==> src/rtl/uart_rx_deserializer_if.sv <==
`timescale 1ns/1ps
`default_nettype none
// ============================================================================
//  Module      : uart_rx_deserializer_if
//  Description : Serial line input and received-byte outputs of the UART
//                receive deserializer, bundled for the SoC bus side.
//  Revision    : 1.0 - initial release
// ============================================================================
interface uart_rx_deserializer_if;
  logic       rx_in;
  logic [7:0] data_out;
  logic       rx_valid;
  logic       rx_busy;
  logic       framing_err;
  logic       parity_err;

  // Deserializer side: consumes the serial line, produces the byte and flags.
  modport slave (
    input  rx_in,
    output data_out,
    output rx_valid,
    output rx_busy,
    output framing_err,
    output parity_err
  );

  // Line driver / register-file side.
  modport master (
    output rx_in,
    input  data_out,
    input  rx_valid,
    input  rx_busy,
    input  framing_err,
    input  parity_err
  );
endinterface
`default_nettype wire

==> src/rtl/uart_rx_deserializer.sv <==
`timescale 1ns/1ps
`default_nettype none
// ============================================================================
//  Module      : uart_rx_deserializer
//  Description : UART receiver. Synchronizes rx_in, detects the start bit,
//                samples each bit at mid-bit, assembles 8 data bits LSB first
//                and reports the byte with a one-cycle rx_valid strobe plus
//                framing/parity error flags.
//                Optional feature macro: PARITY_EN (even parity bit between
//                the last data bit and the stop bit).
//  Revision    : 1.0 - initial release
// ============================================================================
module uart_rx_deserializer #(
  parameter int CLKS_PER_BIT = 16,
  parameter int CNT_W        = 16
) (
  input  logic                   clk,
  input  logic                   rst,
  uart_rx_deserializer_if.slave  bus
);

`ifdef PARITY_EN
  typedef enum logic [2:0] {
    IDLE   = 3'd0,
    START  = 3'd1,
    DATA   = 3'd2,
    PARITY = 3'd3,
    STOP   = 3'd4
  } state_t;
`else
  typedef enum logic [2:0] {
    IDLE   = 3'd0,
    START  = 3'd1,
    DATA   = 3'd2,
    STOP   = 3'd4
  } state_t;
`endif

  localparam logic [CNT_W-1:0] c_cnt_one  = CNT_W'(1);
  localparam logic [CNT_W-1:0] c_half_cnt = CNT_W'(CLKS_PER_BIT / 2 - 1);
  localparam logic [CNT_W-1:0] c_last_cnt = CNT_W'(CLKS_PER_BIT - 1);

  // Input synchronizer and edge-detect history
  logic             sync1_q, sync1_d;
  logic             sync2_q, sync2_d;
  logic             prev_q,  prev_d;
  // Post-reset qualification: the sync flops come out of reset at 1, so the
  // first genuine samples must be seen before a 1->0 edge is trusted.
  logic [1:0]       warm_q,  warm_d;
  logic             armed_q, armed_d;

  // Frame engine
  state_t           state_q, state_d;
  logic [CNT_W-1:0] bit_cnt_q, bit_cnt_d;
  logic [2:0]       bit_idx_q, bit_idx_d;
  logic [7:0]       shift_q,   shift_d;
`ifdef PARITY_EN
  logic             par_bit_q, par_bit_d;
`endif

  // Registered outputs
  logic [7:0]       data_out_q,    data_out_d;
  logic             rx_valid_q,    rx_valid_d;
  logic             rx_busy_q,     rx_busy_d;
  logic             framing_err_q, framing_err_d;
  logic             parity_err_q,  parity_err_d;

  logic             rx_s;
  logic             fall_edge;

  assign rx_s      = sync2_q;
  assign fall_edge = armed_q & prev_q & ~rx_s;

  // Synchronizer chain and edge-detect arming
  always_comb begin
    sync1_d = bus.rx_in;
    sync2_d = sync1_q;
    prev_d  = rx_s;
    warm_d  = {warm_q[0], 1'b1};
    armed_d = armed_q | (warm_q[1] & rx_s);
  end

  // Next-state logic for the frame engine and its registered outputs
  always_comb begin
    state_d       = state_q;
    bit_cnt_d     = bit_cnt_q + c_cnt_one;
    bit_idx_d     = bit_idx_q;
    shift_d       = shift_q;
`ifdef PARITY_EN
    par_bit_d     = par_bit_q;
`endif
    data_out_d    = data_out_q;
    rx_valid_d    = 1'b0;
    framing_err_d = framing_err_q;
    parity_err_d  = parity_err_q;

    case (state_q)
      IDLE: begin
        bit_cnt_d = '0;
        if (fall_edge) begin
          state_d = START;
        end
      end

      START: begin
        if (bit_cnt_q == c_half_cnt) begin
          bit_cnt_d = '0;
          bit_idx_d = 3'd0;
          // Line back high at mid start bit means a glitch, not a frame.
          state_d   = rx_s ? IDLE : DATA;
        end
      end

      DATA: begin
        if (bit_cnt_q == c_last_cnt) begin
          bit_cnt_d          = '0;
          shift_d[bit_idx_q] = rx_s;
          if (bit_idx_q == 3'd7) begin
`ifdef PARITY_EN
            state_d = PARITY;
`else
            state_d = STOP;
`endif
          end else begin
            bit_idx_d = bit_idx_q + 3'd1;
          end
        end
      end

`ifdef PARITY_EN
      PARITY: begin
        if (bit_cnt_q == c_last_cnt) begin
          bit_cnt_d = '0;
          par_bit_d = rx_s;
          state_d   = STOP;
        end
      end
`endif

      STOP: begin
        if (bit_cnt_q == c_last_cnt) begin
          bit_cnt_d     = '0;
          state_d       = IDLE;
          rx_valid_d    = 1'b1;
          data_out_d    = shift_q;
          framing_err_d = ~rx_s;
`ifdef PARITY_EN
          parity_err_d  = (^shift_q) ^ par_bit_q;
`else
          parity_err_d  = 1'b0;
`endif
        end
      end

      default: begin
        state_d   = IDLE;
        bit_cnt_d = '0;
      end
    endcase

    rx_busy_d = (state_d != IDLE);
  end

  // State, counters and output registers; reset aborts any frame in flight
  always_ff @(posedge clk or posedge rst) begin
    if (rst) begin
      sync1_q       <= 1'b1;
      sync2_q       <= 1'b1;
      prev_q        <= 1'b1;
      warm_q        <= 2'b00;
      armed_q       <= 1'b0;
      state_q       <= IDLE;
      bit_cnt_q     <= '0;
      bit_idx_q     <= 3'd0;
      shift_q       <= 8'h00;
`ifdef PARITY_EN
      par_bit_q     <= 1'b0;
`endif
      data_out_q    <= 8'h00;
      rx_valid_q    <= 1'b0;
      rx_busy_q     <= 1'b0;
      framing_err_q <= 1'b0;
      parity_err_q  <= 1'b0;
    end else begin
      sync1_q       <= sync1_d;
      sync2_q       <= sync2_d;
      prev_q        <= prev_d;
      warm_q        <= warm_d;
      armed_q       <= armed_d;
      state_q       <= state_d;
      bit_cnt_q     <= bit_cnt_d;
      bit_idx_q     <= bit_idx_d;
      shift_q       <= shift_d;
`ifdef PARITY_EN
      par_bit_q     <= par_bit_d;
`endif
      data_out_q    <= data_out_d;
      rx_valid_q    <= rx_valid_d;
      rx_busy_q     <= rx_busy_d;
      framing_err_q <= framing_err_d;
      parity_err_q  <= parity_err_d;
    end
  end

  assign bus.data_out    = data_out_q;
  assign bus.rx_valid    = rx_valid_q;
  assign bus.rx_busy     = rx_busy_q;
  assign bus.framing_err = framing_err_q;
  assign bus.parity_err  = parity_err_q;

endmodule
`default_nettype wire
==> src/flat_wrapper.sv <==
// flat-port wrapper written by rule: the top's interface ports become plain ports
module uart_rx_deserializer_flat 
#(
  parameter int CLKS_PER_BIT = 16,
  parameter int CNT_W        = 16
)
  (clk, rst, bus_rx_in, bus_data_out, bus_rx_valid, bus_rx_busy, bus_framing_err, bus_parity_err);
  uart_rx_deserializer_if bus_i ();
  input  logic clk;
  input  logic rst;
  input wire logic [$bits(bus_i.rx_in)-1:0] bus_rx_in;
  output wire logic [$bits(bus_i.data_out)-1:0] bus_data_out;
  output wire logic [$bits(bus_i.rx_valid)-1:0] bus_rx_valid;
  output wire logic [$bits(bus_i.rx_busy)-1:0] bus_rx_busy;
  output wire logic [$bits(bus_i.framing_err)-1:0] bus_framing_err;
  output wire logic [$bits(bus_i.parity_err)-1:0] bus_parity_err;
  assign bus_i.rx_in = bus_rx_in;
  assign bus_data_out = bus_i.data_out;
  assign bus_rx_valid = bus_i.rx_valid;
  assign bus_rx_busy = bus_i.rx_busy;
  assign bus_framing_err = bus_i.framing_err;
  assign bus_parity_err = bus_i.parity_err;
  uart_rx_deserializer #(.CLKS_PER_BIT(CLKS_PER_BIT), .CNT_W(CNT_W)) u_core (.clk(clk), .rst(rst), .bus(bus_i));
endmodule
==> config.mk <==
export PLATFORM = sky130hd
export DESIGN_NAME = uart_rx_deserializer_flat
export DESIGN_NICKNAME = d
export VERILOG_FILES = /design/src/rtl/uart_rx_deserializer_if.sv /design/src/rtl/uart_rx_deserializer.sv /design/src/flat_wrapper.sv
export SDC_FILE = /design/constraint.sdc
export NUM_CORES = 1
export LEC_CHECK = 0
export ABC_AREA = 0
export BUFFER_PORTS_ARGS = -buffer_cell sky130_fd_sc_hd__buf_2
export CAP_MARGIN = 15
export CORE_MARGIN = 3
export CORE_UTILIZATION = 50
export DETAILED_ROUTE_END_ITERATION = 8
export GPL_TIMING_DRIVEN = 0
export PLACE_DENSITY = 0.79
export REMOVE_ABC_BUFFERS = 1
export SYNTH_ARGS = -nofsm -noshare
export SYNTH_HDL_FRONTEND = slang
export SYNTH_SLANG_ARGS = --single-unit
==> constraint.sdc <==
create_clock -name clk -period 4.26 [get_ports clk]
set_input_delay 0.852 -clock clk [delete_from_list [all_inputs] [get_ports clk]]
set_output_delay 0.852 -clock clk [all_outputs]
set_load 0.02 [all_outputs]
==> results.md, run 1 <==
- The run finished with clean final reports.
- The total number of H-tree levels is 2.
- The critical path goes through ha_1, and3_1, nand4_2, a22oi_1, nor2_1.
- The core region is 4120 sq um.
- The number of hold buffers added after cts is 0.
- The fraction of final layout cells sized beyond drive strength 1 is 0.248.
- The leakage power summed over all cells is 1.14 nW.
- At the end of the flow, the number of nets in the layout was 207.
- The worst setup path is launched from a flip-flop.
- For this block, the initial DRC count from the detailed router was 77.
- Detailed placement ended at an HPWL of 2510 microns.
- The clock reaches the later pin of the worst-skew pair after 0.30 ns.
- The total power divided by cell area is 415 nW/um^2.
- Of the available clock period, the critical path in the final layout requires 0.590.
- The data required time at the worst endpoint is 4.40 ns.
- Clock tree synthesis inserted a total of 5 buffers.
- 15 I/O pins were placed.
- TritonCTS built the clock tree.
- The number of iterations in the first detailed-routing pass is 4.
- The clock drives 47 sinks.
- The clock transition time at the flip-flop clock pins of the worst setup and hold paths is 0.08 ns.
- In the layout the commonest cells are sky130_fd_sc_hd__dfrtp_1 (44), sky130_fd_sc_hd__nor2_1 (16), sky130_fd_sc_hd__buf_2 (13).
- The critical path crosses 5 cells after its start point.
- Entering global routing, the biggest net connects 38 pins.
- Subtracting the final worst setup slack from the clock period gives 2.51 ns.
- The relative area change from synthesis to final layout is 11.1%.
- The most common library cell in the layout ignoring fill and taps is sky130_fd_sc_hd__dfrtp_1.
- The worst hold path belongs to the class reg2reg.
- The first global-routing pass estimated 6480 microns of wire.
- The total wire length is 3630 microns.
- For the worst setup path, the data arrival time is 2.65 ns.
- The main flop type after synthesis is sky130_fd_sc_hd__dfrtp_1.
- The worst-case IR drop observed on VDD is 0.000190 V.
- The category of the worst setup path capture point is a flip-flop.
- The die is 72.2 microns wide.
- The die covers 5220 sq um.
- Max-cap violations in this run came to 0.
- The number of antenna diodes in the final layout is 0.
- Counting along the longest clock path gives a buffer depth of 2.
- The share of the Yosys chip area taken by registers is 0.538.
- The startpoint identified for the worst register-to-register timing path is u_core.bit_cnt_q[0].
- The synthesized netlist occupies a cell area of 2190 sq um.
- The count of synthesis-stage warnings from yosys is 0.
- A synthesized cell averages 11.8 sq um.
- The cell sitting at the root of the clock tree is a sky130_fd_sc_hd__clkbuf_8.
- The family of cells with the greatest summed delay on the critical path is compound AO/OA/AOI/OAI gates.
- The launch instance of the worst min-delay path is u_core.warm_q[0].
- Port buffering added 13 buffers.
- Once the clock tree was built, the setup fixing pass inserted 0 buffers.
- Counting both buffers and inverters, the worst setup path holds a total of 0.
- Based on the critical path, the design can be clocked at up to 0.398 GHz.
- The number of failing hold endpoints at the final stage is 0.
- The overall track demand over capacity in global routing is 0.159.
- The count of unique library cells instantiated by Yosys is 44.
- The worst hold path depth is 0.
- The initial antenna violation count was 0.
- The weighted congestion reported at the end of routability-driven placement is 0.890.
- The transition at the pin with the smallest max-transition slack is 1.17 ns.
- The endpoint identified for the worst register-to-register timing path is u_core.bit_cnt_q[5].
- The number of global-route vias before repair is 1339.
- The initial core utilization is 0.533.
- The number of filler instances in the final layout is 348.
- The setup check on the worst reg-to-reg path leaves a slack of 1.75 ns.
- Using the TritonRoute via totals, the vias-per-cell ratio works out to 5.54.
- The core utilization of the finished layout is 0.592.
- Gates resized during post-CTS repair numbered 0.
- After synthesis, the share of flip-flops with an asynchronous set or reset is 1.00.
- The post-route DRC violation count is 0.
- In this design, the stage delay of the slowest critical-path cell is 0.94 ns.
- The endpoint of the worst hold-timing path is u_core.warm_q[1].
- The via count is 1395.
- The number of enable flip-flop cells after synthesis is 0.
- Row generation in the floorplan step produced 23 rows.
- The slowest stage of the critical path belongs to the cell sky130_fd_sc_hd__a22oi_1.
- Setup repair after global routing left no endpoint under its margin.
- The length in cells of the worst reg-to-reg path is 5.
- The average wire length per cell after detail routing is 14.4 microns.
- The post-route antenna net violation count is 0.
- On the final layout, the worst hold slack is 0.353 ns.
- After technology mapping, the gate count stands at 186.
- The final number of max-transition violations was 0.
- Synthesis inferred 47 register bits.
- The setup TNS is 0 ns.
- Summed over all layers, the global routing overflow is 0.
- The kind of critical path is reg2reg.
- The worst-case clock skew is 0.00747 ns.
- The worst slew margin relative to its limit is 0.219.
- The critical-path maximum fanout is 14.
- Setup violations remaining at the end of the flow were counted as 0.
- From bottom edge to top edge, the die measures 72.2 microns.
==> synth_stat cells (2+ instances only) <==
master,number,area share
sky130_fd_sc_hd__dfrtp_1,44,0.50
sky130_fd_sc_hd__nor2_1,16,0.027
sky130_fd_sc_hd__xnor2_1,10,0.040
sky130_fd_sc_hd__nor4_1,9,0.026
sky130_fd_sc_hd__mux2_4,8,0.055
sky130_fd_sc_hd__nand2_1,8,0.014
sky130_fd_sc_hd__inv_1,7,0.012
sky130_fd_sc_hd__mux2_2,7,0.036
sky130_fd_sc_hd__nand3_1,7,0.016
sky130_fd_sc_hd__nor3_1,7,0.016
sky130_fd_sc_hd__o21ai_0,4,0.0091
sky130_fd_sc_hd__a21oi_1,3,0.0068
sky130_fd_sc_hd__buf_2,3,0.0068
sky130_fd_sc_hd__dfstp_2,3,0.036
sky130_fd_sc_hd__ha_1,3,0.017
sky130_fd_sc_hd__nand2b_1,3,0.0086
sky130_fd_sc_hd__nor4_2,3,0.017
sky130_fd_sc_hd__or3_1,3,0.0086
sky130_fd_sc_hd__or3b_2,3,0.012
sky130_fd_sc_hd__a21o_1,2,0.0068
sky130_fd_sc_hd__a22o_1,2,0.0080
sky130_fd_sc_hd__and3_1,2,0.0057
sky130_fd_sc_hd__conb_1,2,0.0034
sky130_fd_sc_hd__mux2_1,2,0.010
sky130_fd_sc_hd__nand4_1,2,0.0057
sky130_fd_sc_hd__nand4bb_1,2,0.010
sky130_fd_sc_hd__nor3b_1,2,0.0068
sky130_fd_sc_hd__or4_1,2,0.0068
sky130_fd_sc_hd__xor2_1,2,0.0080
==> final cells by class <==
type                    count  area [sq um]  share of cell area
multi-input cells         126           948               0.390
clock buffers               6          72.6              0.0298
repair buffers             14          85.1              0.0349
well taps                  50          62.6              0.0257
inverters                   7          26.3              0.0108
flip-flops and latches     47          1180               0.485
clock inverters             2          60.1              0.0247
==> metal layers <==
layer,vias up,wire length [microns],track usage
met2,24,1590,0.230
met4,0,64,0.0605
met3,7,149,0.0499
li1,685,-,-
met1,679,1820,0.224
met5,-,0,0
==> registers in the layout, summed over array words and instances, names as in the netlist <==
register / cells
u_core.bit_cnt_q: 16
u_core.bus.data_out: 8
u_core.shift_q: 8
u_core.bit_idx_q: 3
u_core.state_q: 3
u_core.warm_q: 2
u_core.armed_q: 1
u_core.bus.framing_err: 1
u_core.bus.rx_busy: 1
u_core.bus.rx_valid: 1
u_core.prev_d: 1
u_core.prev_q: 1
u_core.sync1_q: 1
==> worst reg2reg max path: cells and delay by family, from the launching register on <==
| family | cells | cell delay, ns |
|---|---|---|
| AO/OA/AOI/OAI | 1 | 0.94 |
| adder cells (fa/ha/maj) | 1 | 0.30 |
| AND/OR/NAND/NOR | 3 | 0.67 |
| flip-flops | 1 | 0.44 |
==> metrics by stage <==
step | instance area [sq um] | setup slack [ns] | std cells | total power, mW
3_5_place_dp | 2300 | 1.80 | 244 | 0.644
5_1_grt | 2430 | 1.53 | 252 | 1.06
2_1_floorplan | 2150 | 2.30 | 180 | 0.606
6_report | 2430 | 1.75 | 252 | 1.01
3_3_place_gp | 2280 | 1.73 | 243 | 0.635
4_1_cts | 2430 | 1.78 | 252 | 1.02
==> logic make-up after synthesis <==
family,share of synthesized area
compound gates,0.0445
xor+xnor,0.0479
fa+ha+maj,0.0171
buf+inv,0.0291
flops,0.538
mux,0.106
other cells,0.00343
simple gates,0.214
==> report_power, final <==
part           switching (mW)  internal (mW)  leakage [nW]  total (mW)
registers              0.0374          0.474         0.626       0.511
logic                  0.0735         0.0499         0.448       0.123
clock network           0.142          0.234        0.0654       0.376
total                   0.252          0.758          1.14        1.01
==> how the worst max path moves through the flow <==
| stage | startpoint | end | slack, ns |
|---|---|---|---|
| floorplan | rst | u_core.armed_q | 2.30 |
| global placement | rst | u_core.bus.framing_err | 1.73 |
| detailed placement | u_core.bit_cnt_q[0] | u_core.bit_cnt_q[11] | 1.80 |
| CTS | u_core.bit_cnt_q[0] | u_core.bit_cnt_q[11] | 1.78 |
| global route | u_core.bit_cnt_q[0] | u_core.bit_cnt_q[12] | 1.53 |
| finish | u_core.bit_cnt_q[0] | u_core.bit_cnt_q[5] | 1.75 |
No activity file was read; power rests on OpenSTA's default activity.
==> inputs of run 2 (changes only) <==
Clock period 4.26 ns to 2.4 ns, I/O delays scaled along.
==> run 2 against run 1 <==
  * Non-clock buffer count unchanged
  * Worst hold slack got worse by 0.27 ns
  * Count of clock-buffer cells in the layout unchanged
  * Routed wire length increased by 3.2%
  * Die area unchanged
  * Register-to-register slack got worse by 1.6 ns
  * Core utilization increased by 0.40 points
  * Clock skew increased by 0.0017 ns
  * Critical path type unchanged
  * Largest cell class unchanged
  * Largest power group unchanged
==> results.md, run 2 (same netlist as run 1, synthesis figures left out) <==
- For the pin with the worst max-slew slack, the measured transition is 0.664 ns.
- The flow ran to the end, and the final reports show no timing, DRC or antenna violations.
- The wire length of the first global-routing pass is 6510 microns.
- The slack of the worst reg-to-reg path is 0.16 ns.
- Setup repair after global routing left no endpoint under its margin.
- The tool flagged a number of max-cap violations equal to 0.
- The buffer type at the clock tree root is sky130_fd_sc_hd__clkbuf_8.
- The family of cells with the greatest summed delay on the critical path is simple AND/OR/NAND/NOR gates.
- In this run the horizontal extent of the chip is 72.2 microns.
- The share of the clock period used by the worst path after layout is 0.934.
- The TritonCTS clock tree is built.
- The initial utilization of the core area, before any placement, comes to 0.533.
- The register with the most flip-flops in the layout has 16 of them.
- The endpoint of the most critical register-to-register path is u_core.bus.data_out[2].
- In the final layout, the multi-input gates occupy 965 sq um.
- The analysis attributes to net switching a power of 0.460 mW.
- The maximum frequency from static timing analysis is 0.446 GHz.
- The initial antenna violation count is 0.
- The maximum number of pins on one net before global-route repair is 38.
- The number of filler instances in the final layout is 347.
- The via count is 1410.
- The global routing stage identified its most utilized layer as met2.
- The core region is 4120 sq um.
- In the routed layout, each cell is associated on average with a via count of 5.60.
- The post-route DRC violation count is 0.
- The final number of max-transition violations is 0.
- In this run the critical register-to-register path is launched from u_core.bit_cnt_q[0].
- The global-route met1 utilization is 0.224.
- The longest clock path from root to sink contains 2 buffers.
- The post-placement setup slack is -0.0558 ns.
- The cell depth of the worst setup path is 5.
- The number of global-route vias before repair is 1349.
- The switching fraction of total power is 0.254.
- The internal power of the cells totals 1.35 mW.
- The post-route antenna net violation count is 0.
- For met2 alone, demand over resource in global routing was 0.233.
- The smallest setup slack after layout is 0.159 ns.
- Counting I/O delays and the setup requirement, the final critical path takes 2.24 ns.
- After the last flow step, the layout net total stands at 207.
- Clock latency on the worst-skew pair, taken at its later pin, is 0.31 ns.
- The sort of element at the start of the critical path is a flip-flop.
- Dividing the detail-routed wire length by the instance count gives 14.9 microns.
- The weighted congestion reported at the end of routability-driven placement is 0.890.
- The count of standard-cell rows is 23.
- The number of DRC markers after the initial detailed-route iteration is 128.
- The maximum vdd ir drop is 0.000338 V.
- The critical-path maximum fanout is 10.
- The number of primary I/O pins is 15.
- After clock tree synthesis, the clock-pin slew on the worst setup and hold paths is 0.09 ns.
- Of the total power, combinational logic draws 0.124.
- After clock tree synthesis, the setup repair step added 0 buffers.
- The height of the die is 72.2 microns.
- The critical path contains buffers and inverters numbering 0 combined.
- More flip-flops sit in one register than any other, and that register is u_core.bit_cnt_q.
- The half-perimeter wire length after detailed placement is 2510 microns.
- The share of total power dissipated in the clock network is 0.373.
- Headroom to the max-slew limit came out at 0.558.
- Across every metal layer, demand over resource in global routing totals 0.161.
- At the end of the flow the core is filled with cells to 0.596.
- The overall die area is 5220 sq um.
- The fraction of power consumed by sequential logic is 0.503.
- Leaving out fill and tap cells, the most frequent cells in the layout are sky130_fd_sc_hd__dfrtp_1 (44), sky130_fd_sc_hd__nor2_1 (16), sky130_fd_sc_hd__buf_2 (13).
- The critical path is of the reg2reg type.
- During placement, the flow inserted port buffers numbering 13.
- The critical path goes through ha_1, and3_1, nand4_2, or2_2, mux2_4.
- The critical path ends at u_core.bus.data_out[2].
- The repair_antennas step left the layout with diodes totalling 0.
- The design draws 1.81 mW.
- The number of iterations in the first detailed-routing pass is 4.
- The leakage power summed over all cells is 1.15 nW.
- The tightest min-delay check is of the in2async type.
- The number of endpoints failing setup at the final stage is 0.
- TritonCTS created 5 clock buffers.
- The relative area change from synthesis to final layout is 11.8%.
- The length in cells of the worst reg-to-reg path is 5.
- The maximum cell stage delay along the critical path is 0.49 ns.
- The total power divided by cell area is 738 nW/um^2.
- The critical path launch point is u_core.bit_cnt_q[0].
- Leaving out fill and tap cells, the most frequent cell in the layout is sky130_fd_sc_hd__dfrtp_1.
- The met3 track demand over resource in global routing is 0.0540.
- The data arrival time of the critical path is 2.44 ns.
- The worst-case clock skew is 0.00913 ns.
- CTS built an H-tree with a depth of 2.
- The total wire length is 3750 microns.
- The number of failing hold endpoints at the final stage is 0.
- The library cell contributing the largest single delay on the critical path is sky130_fd_sc_hd__or2_2.
- Counting every sink on the clock net gives 47.
- In the final layout, the share of cells above drive strength 1 is 0.267.
- The category of the worst setup path capture point is a flip-flop.
- For the worst setup path, the data required time is 2.60 ns.
- After global routing the overflow that remains totals 0.
- The register cell area after layout is 1180 sq um.
-- run 2: repair_timing --
item                                    in CTS  in global routing
endpoints found under the setup margin      14                 11
hold buffers                                 0                  0
pin swaps                                    0                  0
cloned                                       0                  0
gates resized for setup                      1                  3
-- run 2: worst reg2reg max path: cells and delay by family, from the launching register on --
kind / cells / cell delay [ns]
muxes: 1 / 0.34
and+or+nand+nor: 3 / 1.05
DFF: 1 / 0.44
adders and majority gates: 1 / 0.30
-- run 2: how the worst min path moves through the flow --
stage	start	to	depth (start not counted)
after floorplan	u_core.warm_q[0]	u_core.warm_q[1]	0
after global placement	u_core.warm_q[0]	u_core.warm_q[1]	0
after detailed placement	u_core.warm_q[0]	u_core.warm_q[1]	0
after CTS	rst	u_core.bus.data_out[5]	2
after global routing	rst	u_core.warm_q[0]	2
final	rst	u_core.bus.data_out[5]	2
-- run 2: layout make-up --
cell class	count	share of cell area
tap	50	0.0255
sequential	47	0.481
clock inverter	2	0.0245
inverter	7	0.0107
clock buffer	6	0.0296
timing repair buffer	14	0.0347
multi-input combinational	126	0.394
-- run 2: power groups by stage --
stage               Sequential (mW)  Clock, mW  Combinational, mW
floorplan                     0.919          0              0.157
global placement              0.919          0              0.208
detailed placement            0.923          0              0.221
CTS                           0.907      0.685              0.226
global route                  0.918      0.722              0.250
finish                        0.909      0.675              0.224
-- run 2: routing by layer --
layer,wire [microns],share of wire
met1,1840,0.49
met4,69,0.018
met3,173,0.046
met5,0,0
met2,1660,0.44
-- run 2: stage by stage --
step | instance area (sq um) | TNS, ns | std cells | hold slack (ns)
2_1_floorplan | 2150 | 0 | 180 | 0.331
3_3_place_gp | 2280 | -0.00291 | 243 | 0.333
3_5_place_dp | 2300 | -0.480 | 244 | 0.337
4_1_cts | 2440 | 0 | 252 | 0.0863
5_1_grt | 2450 | 0 | 252 | 0.0871
6_report | 2450 | 0 | 252 | 0.0822
